==> config.mk <==
export PLATFORM = sky130hd
export DESIGN_NAME = slow_clk_bank
export DESIGN_NICKNAME = d
export VERILOG_FILES = /design/src/rtl/slow_clk_pkg.sv /design/src/rtl/slow_clk_chan.sv /design/src/rtl/slow_clk_bank.sv
export SDC_FILE = /design/constraint.sdc
export NUM_CORES = 1
export LEC_CHECK = 0
export BUFFER_PORTS_ARGS = -buffer_cell sky130_fd_sc_hd__buf_4
export CORE_MARGIN = 2
export CORE_UTILIZATION = 30
export CTS_CLUSTER_DIAMETER = 30
export CTS_CLUSTER_SIZE = 24
export DETAILED_ROUTE_END_ITERATION = 7
export PLACE_DENSITY_LB_ADDON = 0.25
export SYNTH_ARGS = -nofsm -noshare
export SYNTH_HDL_FRONTEND = slang
export SYNTH_HIERARCHICAL = 1
export SYNTH_SLANG_ARGS = --single-unit
export TNS_END_PERCENT = 10
==> constraint.sdc <==
create_clock -name fast_clk_i -period 3.5 [get_ports fast_clk_i]
set_clock_uncertainty 0.15 [all_clocks]
set_input_delay 0.7 -clock fast_clk_i [delete_from_list [all_inputs] [get_ports fast_clk_i]]
set_output_delay 0.7 -clock fast_clk_i [all_outputs]
set_load 0.05 [all_outputs]
==> src/rtl/slow_clk_pkg.sv <==
// Shared constants and helpers for the slow_clk_bank divider family.
package slow_clk_pkg;

  localparam int unsigned CNT_W_DEF = 16;
  localparam logic [15:0] DEFAULT_DIV_DEF = 16'hFFFF;

  // Channel-select width; a single channel still gets a 1-bit select.
  function automatic int unsigned chan_w(input int unsigned n);
    return (n <= 2) ? 1 : $clog2(n);
  endfunction

endpackage

==> src/rtl/slow_clk_chan.sv <==
// One divider channel: half-period counter, shadow divisor and registered outputs.
module slow_clk_chan
  import slow_clk_pkg::*;
#(
  parameter int unsigned      CNT_W       = CNT_W_DEF,
  parameter logic [CNT_W-1:0] DEFAULT_DIV = CNT_W'(DEFAULT_DIV_DEF)
) (
  input  logic             fast_clk_i,
  input  logic             rst_i,
  input  logic             en_i,
  input  logic             load_i,
  input  logic [CNT_W-1:0] load_div_i,
  output logic             slow_clk_o,
  output logic             tick_o,
  output logic             pend_o
);

  logic [CNT_W-1:0] cnt_q, cnt_d;
  logic [CNT_W-1:0] div_act_q, div_act_d;
  logic [CNT_W-1:0] div_sh_q, div_sh_d;
  logic             pend_q, pend_d;
  logic             slow_q, slow_d;
  logic             tick_q, tick_d;
  logic [CNT_W-1:0] last_cnt;

  // Divisor 0 behaves as 1, so the terminal count is 0 in both cases.
  assign last_cnt = (div_act_q == '0) ? '0 : div_act_q - CNT_W'(1);

  always_comb begin
    cnt_d     = cnt_q;
    div_act_d = div_act_q;
    div_sh_d  = div_sh_q;
    pend_d    = pend_q;
    slow_d    = slow_q;
    tick_d    = 1'b0;
    if (en_i) begin
      if (cnt_q == last_cnt) begin
        cnt_d  = '0;
        slow_d = ~slow_q;
        tick_d = 1'b1;
        if (pend_q) begin
          div_act_d = div_sh_q;
          pend_d    = 1'b0;
        end
      end else begin
        cnt_d = cnt_q + CNT_W'(1);
      end
    end else if (pend_q) begin
      div_act_d = div_sh_q;
      pend_d    = 1'b0;
      cnt_d     = '0;
    end
    // load_i is only raised while pend_q is clear, so it never races the apply above.
    if (load_i) begin
      div_sh_d = load_div_i;
      pend_d   = 1'b1;
    end
  end

  always_ff @(posedge fast_clk_i) begin
    if (rst_i) begin
      cnt_q     <= '0;
      div_act_q <= DEFAULT_DIV;
      div_sh_q  <= DEFAULT_DIV;
      pend_q    <= 1'b0;
      slow_q    <= 1'b0;
      tick_q    <= 1'b0;
    end else begin
      cnt_q     <= cnt_d;
      div_act_q <= div_act_d;
      div_sh_q  <= div_sh_d;
      pend_q    <= pend_d;
      slow_q    <= slow_d;
      tick_q    <= tick_d;
    end
  end

  assign slow_clk_o = slow_q;
  assign tick_o     = tick_q;
  assign pend_o     = pend_q;

endmodule

==> src/rtl/slow_clk_bank.sv <==
// Bank of independent programmable clock dividers with a shared divisor-load port.
module slow_clk_bank
  import slow_clk_pkg::*;
#(
  parameter int unsigned      CHANNELS    = 4,
  parameter int unsigned      CNT_W       = CNT_W_DEF,
  parameter logic [CNT_W-1:0] DEFAULT_DIV = CNT_W'(DEFAULT_DIV_DEF),
  localparam int unsigned     CHAN_W      = chan_w(CHANNELS)
) (
  input  logic                fast_clk_i,
  input  logic                rst_i,
  input  logic [CHANNELS-1:0] en_i,
  input  logic                cfg_valid_i,
  output logic                cfg_ready_o,
  input  logic [CHAN_W-1:0]   cfg_chan_i,
  input  logic [CNT_W-1:0]    cfg_div_i,
  output logic [CHANNELS-1:0] slow_clk_o,
  output logic [CHANNELS-1:0] tick_o
);

  logic [CHANNELS-1:0] pend;
  logic [CHANNELS-1:0] load;

  // Out-of-range selects match no channel: always ready, load silently dropped.
  always_comb begin
    cfg_ready_o = 1'b1;
    load        = '0;
    for (int unsigned i = 0; i < CHANNELS; i++) begin
      if (cfg_chan_i == CHAN_W'(i)) begin
        cfg_ready_o = ~pend[i];
        load[i]     = cfg_valid_i & ~pend[i];
      end
    end
  end

  for (genvar g = 0; g < CHANNELS; g++) begin : g_chan
    slow_clk_chan #(
      .CNT_W       (CNT_W),
      .DEFAULT_DIV (DEFAULT_DIV)
    ) u_chan (
      .fast_clk_i (fast_clk_i),
      .rst_i      (rst_i),
      .en_i       (en_i[g]),
      .load_i     (load[g]),
      .load_div_i (cfg_div_i),
      .slow_clk_o (slow_clk_o[g]),
      .tick_o     (tick_o[g]),
      .pend_o     (pend[g])
    );
  end

endmodule
Word level (Yosys, flattened, before mapping)
Cells that the tools add are included.
{ "classes": {"muxes": 52, "mul": 0, "reduce_logical": 17, "n_bitwise": 16, "n_lt_le_gt_ge": 0, "eq_ne": 15, "shift": 0, "n_div": 0, "addsub": 8} }
{ "ops": {"columns": ["operator", "count"], "rows": [
  ["16-bit 2-to-1 mux", 28],
  ["16-bit by 1-bit adder with 16-bit output (second input constant)", 4],
  ["16-bit equality test", 4],
  ["16-bit zero test", 4],
  ["16-bit by 1-bit subtractor with 16-bit output (second input constant)", 4],
  ["1-bit 2-to-1 mux", 24],
  ["3-bit by 1-bit != test with 1-bit output (second input constant)", 4],
  ["1-bit NOT", 12],
  ["2-bit by 1-bit != test with 1-bit output (second input constant)", 4],
  ["2-bit AND reduction", 4],
  ["2-bit nonzero test", 4],
  ["2-bit OR reduction", 4],
  ["1-bit AND", 4],
  ["2-bit equality test (second input constant)", 2],
  ["2-bit by 1-bit equality test with 1-bit output (second input constant)", 1],
  ["2-bit zero test", 1]
]} }
{ "totals": {"out_inout_bits": 9, "mem_count": 0, "mem_bits_rw": 0, "ff_bits": 204, "inputBits": 25, "latch_bits": 0, "romBits": 0, "wordCells": 132} }

Logic depth before layout (Yosys ltp)
{ "logic_depth": {"ltp_word": 6, "ltp_mapped": 15, "ltp_nobuf": 10} }

Cells and area by module
Netlist, hierarchy kept.
{ "modules_own_cells": {"columns": ["mod", "area_each_um2", "n_inst", "cells_per_inst", "seq_area_each_um2"], "rows": [
  ["slow_clk_chan (g_chan[0].u_chan ...)", 3057.9, 3, 358, 1021.0],
  ["slow_clk_chan (g_chan[3].u_chan)", 2871.5, 1, 332, 1021.0],
  ["slow_clk_bank", 61.3, 1, 7, 0.0]
]} }

Least setup slack after synthesis
No wires, ideal clock.
{ "synth_timing": {"kind": "register to register", "from": "reg g_chan[0].u_chan.div_act_q[0]", "to": "reg g_chan[0].u_chan.div_act_q[10]", "arrival_time_ns": 3.289, "path_slack_ns": -0.083, "t_required_ns": 3.206, "synth_period_minus_slack_ns": 3.583, "setup_time_ns": 0.144, "path_stages_with_launch": 15, "path_buffers": 5, "cell_sequence": "dfxtp_1 -> inv_1 -> ha_1 -> clkbuf_1 -> or3b_2 -> or4_1 -> clkbuf_1 -> o41a_1 -> or3_1 -> o41a_1 -> buf_6 -> nor2b_4 -> buf_6 -> buf_12 -> o221ai_2"} }
{ "synth_between": {"elab_chain_cells": 4, "word_cells_on_any_way": 5, "cone_classes": "add/sub (1); eq/ne (2); mux (1); reduce/logical (1)"} }
{ "synth_rtl": {"columns": ["item", "line_no", "rtl"], "rows": [
  ["from (decl)", "slow_clk_chan.sv:19", "logic [CNT_W-1:0] div_act_q, div_act_d;"],
  ["from (signal assigned)", "slow_clk_chan.sv:70", "div_act_q <= div_act_d;"],
  ["16-bit by 1-bit subtractor with 16-bit output or 16-bit zero test (tied branches)", "slow_clk_chan.sv:27", "assign last_cnt = (div_act_q == '0) ? '0 : div_act_q - CNT_W'(1);"],
  ["16-bit 2-to-1 mux *", "slow_clk_chan.sv:27", null],
  ["16-bit equality test *", "slow_clk_chan.sv:37", "if (cnt_q == last_cnt) begin"],
  ["2-bit by 1-bit != test with 1-bit output (no line) *", null, null]
]} }
Every way passes the cells marked *; elsewhere a longest branch is shown, timed or not.
A chain may end at the register's enable or synchronous reset.

Worst setup path after layout
{ "layout_timing": {"from": "reg g_chan[0].u_chan.div_act_q[4]", "to": "reg g_chan[0].u_chan.slow_q"} }
{ "layout_between": {"elab_chain_cells": 4, "word_cells_on_any_way": 5, "cone_classes": "add/sub (1); eq/ne (1); mux (1); reduce/logical (2)"} }
{ "layout_rtl": {"columns": ["item", "line_no", "rtl"], "rows": [
  ["16-bit by 1-bit subtractor with 16-bit output or 16-bit zero test (tied branches)", "slow_clk_chan.sv:27", null],
  ["16-bit 2-to-1 mux *", "slow_clk_chan.sv:27", null],
  ["16-bit equality test *", "slow_clk_chan.sv:37", null],
  ["2-bit AND reduction (no line) *", null, null],
  ["to (signal assigned)", "slow_clk_chan.sv:73", "slow_q <= slow_d;"],
  ["to (decl)", "slow_clk_chan.sv:22", "logic slow_q, slow_d;"]
]} }
Marks and branches as above.

==> impl_metrics.tcl <==
set metrics [dict create \
    cp.required_ns 3.81 \
    cts_tree "done" \
    first_global_vias 10710 \
    grt_pass1_wl_um 55860 \
    drc 0 \
    ioPinCount 34 \
    cts_inserted_buffers 55 \
    holdCritPathClass "in2reg" \
    syn-cell-area_um2 12110 \
    vias 11080 \
    vdd_drop_max_mv 0.3379 \
    async_flop_share_pct 0 \
    synth.area.top_cells "dfxtp_1, nand2_1, mux2i_1" \
    synth_cell_types 86 \
    ys_seq_area_share_pct 33.73 \
    wl_um 34340 \
    clockBufferDepth 3 \
    antenna_found_initial 0 \
    synth_top_cell_area_share_pct 33.73 \
    syn_avg_cell_area_um2 8.568 \
    max-slew-margin-rel_pct 44.89 \
    synth-edff-count 0 \
    worst_setup_path_end_kind "flip-flop" \
    seq_area_um2 4084 \
    die_area_um2 41980 \
    ant_nets 0 \
    design.core.area_um2 39820 \
    setup_viol 0 \
    synth-warning-count 6 \
    drv_cap 0 \
    syn-num-nets 1446 \
    power_frac_comb_pct 5.7 \
    drtIter0Drc 654 \
    power_frac_seq_pct 30.7 \
    io_buffers 33 \
    rsz0062_at_grt "yes" \
    yosysTopAreaCell "dfxtp_1" \
    synth_cells 1413 \
    syn2layout_area_growth_pct 29.34 \
    status "complete, no violations" \
    p_sw_uw 1757 \
    track_usage_pct 16.31 \
    fin_crit_sh_pct 97.38 \
    grt_start_max_net_pins 36 \
    power_frac_clock_pct 63.6 \
    hpwl_um 25360 \
    clock_sinks 204 \
    timing.setup.tns_ns 0 \
    max_stage_delay_ns 0.50 \
    path_cells "or4_4 > buf_4 > o21ai_1 > a21oi_1 > o41a_1 > or3_4 > buf_4 > or4_4 > or3_1 > a21oi_1" \
    leakagePower_uw 0.005958 \
    n_antenna_cell 0 \
    insertion_delay_ns 0.55 \
    via_per_inst 5.246 \
    drive_gt1_share_pct 23.01 \
    powerDensity_nw_per_um2 507.3 \
    overflow 0 \
    p_total_uw 7944 \
    multi_input_area_um2 7435 \
    yosys_register_bits 204 \
    routedWlPerCell_um 16.26 \
    stdcell_area_um2 15660 \
    place_congestion 0.8763 \
    cp_max_fo 5 \
    fin_crit_ns 3.408 \
    fillers 4103 \
    switching_share_pct 22.12 \
    final_util_pct 39.32 \
    drv_slew 0 \
    rows 73 \
    synth-main-ff-cell "dfxtp_1" \
    critPathLaunchType "flip-flop" \
    h-tree-depth 2 \
    ctsHoldBuffers 0 \
    hold_violations 0 \
    firstDrtPassIters 5 \
    root_buffer "clkbuf_16" \
    place_area_um2 13570 \
    tightest_slew_ns 0.8258 \
    die_h_um 204.9 \
    nNetsFinal 1578 \
    worst-setup-path-type "reg2reg" \
    initial_utilization_pct 30.40 \
    worst_path_max_delay_cell "or4_4" \
    timing.hold.ws_ns 0.2943 \
    max_freq_mhz 293.4 \
    p_int_uw 6186 \
    clk_pin_slew_ns 0.04 \
    arrival_ns 3.72 \
    dieWidth_um 204.9 \
]
[kinds of logic after synthesis]
logic type,share of synthesized area (%)
xor gates and xnor gates,5.881
muxes,6.067
AOI/OAI and AO/OA,21.08
DFF,33.73
adders and majority gates,0.8268
and+or+nand+nor,26.24
buffers and inverters,6.170
[cell usage after synthesis (7+ instances only)]
cell and n:
clkbuf_1 53, nor3b_1 11, o21a_1 9, mux2i_1 70, o221ai_1 24, nor3_1 49, nand4_1 32, nand2b_1 10
and4_1 14, ha_1 8, nand2_1 198, or2_2 7, a31oi_1 17, nor4_1 24, buf_2 12, xnor2_1 36
and3_1 18, xor2_1 35, or4_1 26, a21oi_1 43, dfxtp_1 204, a211oi_1 7, o31ai_1 13, nor2_1 104
inv_1 82, nor4b_1 8, o21ai_0 27, and2_1 11, buf_6 7, nor2b_1 7, nand3_1 29, o32a_1 7
or3_1 13, o21bai_1 12, a2111oi_0 10, o221ai_2 40
[final cells by class]
| type | count | area share (%) |
|---|---|---|
| sequential | 204 | 26.08 |
| clock inverter | 25 | 2.062 |
| clock buffer | 73 | 10.06 |
| timing repair buffer | 156 | 8.134 |
| tap | 525 | 4.195 |
| inverter | 83 | 1.990 |
| multi-input combinational | 1045 | 47.48 |
[sequential cells by signal, summed over array words and instances, names as in the netlist]
signal and count:
g_chan.u_chan/slow_clk_o 4, g_chan.u_chan/div_sh_q 64, g_chan.u_chan/tick_o 4, g_chan.u_chan/div_act_q 64
g_chan.u_chan/cnt_q 64, g_chan.u_chan/pend_o 4
[repair_timing]
| item | in CTS | in global routing |
|---|---|---|
| gates resized for setup | 2 | 33 |
| pin swaps | 0 | 14 |
| setup endpoints to repair | 2 | 71 |
| setup buffers | 0 | 5 |
[stage by stage]
stage | setup slack (ns) | cells
3_3_place_gp | 0.02171 | 2008
4_1_cts | 0.009040 | 2106
6_report | 0.09185 | 2111
5_1_grt | -0.03941 | 2111
2_1_floorplan | -0.01101 | 1413
3_5_place_dp | -0.002724 | 2008
[cell usage in the layout, fill, tap and decap left out, types with 8 or more instances in the layout]
cell type  Yosys  final
o21bai_1      12     12
nand2_1      198    198
o21ai_0       27     25
o21a_1         9      9
xor2_1        35     35
a31oi_1       17     17
nand4_1       32     32
xnor2_1       36     36
or4_1         26     19
nand3_1       29     29
and2_1        11     11
clkbuf_16      0     56
a21oi_1       43     43
and3_1        18     18
clkbuf_8       0     11
o31ai_1       13     10
or4_4          6     13
nor2_1       104    104
nor3b_1       11     10
or3_1         13     10
mux2i_1       70     70
clkinv_2       0     13
nand2b_1      10      9
and4_1        14     14
dfxtp_1      204    204
nor4_1        24     24
nor3_1        49     48
o221ai_2      40     44
inv_1         82     82
ha_1           8      8
buf_4          1    145
o221ai_1      24     20
[power groups by stage]
stage	clock network (uW)	logic, uW	registers [uW]
after floorplan	0	280	2470
after global placement	0	441	2480
after detailed placement	0	444	2480
after CTS	5150	447	2440
after global routing	5300	498	2440
final	5050	456	2440
[worst paths after layout]
check | from | to | slack, ns | cells past startpoint
min reg2reg | g_chan[2].u_chan/div_sh_q[3] | g_chan[2].u_chan/div_sh_q[3] | 0.32 | 2
max | g_chan[0].u_chan/div_act_q[4] | g_chan[0].u_chan/slow_clk_o | 0.09 | 10
max reg2reg | g_chan[0].u_chan/div_act_q[4] | g_chan[0].u_chan/slow_clk_o | 0.09 | 10
min | cfg_div_i[1] | g_chan[1].u_chan/div_sh_q[1] | 0.29 | 3
[metal layers]
metal  part of all wire (%)  wire length (um)  global-route usage [%]  up-vias
met5                      0                 0                       0        -
met4                    1.5               516                   3.905        0
met3                    5.7              1969                   2.752       44
met2                     45             15510                   26.06      263
met1                     48             16340                   22.79     5269
li1                       -                 -                       -     5499
[critical path, delay by kind of cell (launching register included)]
kind                   cells  cell delay [ns]
DFF                        1             0.34
and+or+nand+nor            4             1.70
AOI/OAI and AO/OA          4             0.82
buffers and inverters      2             0.33
Power figures use the tool's default switching activity.
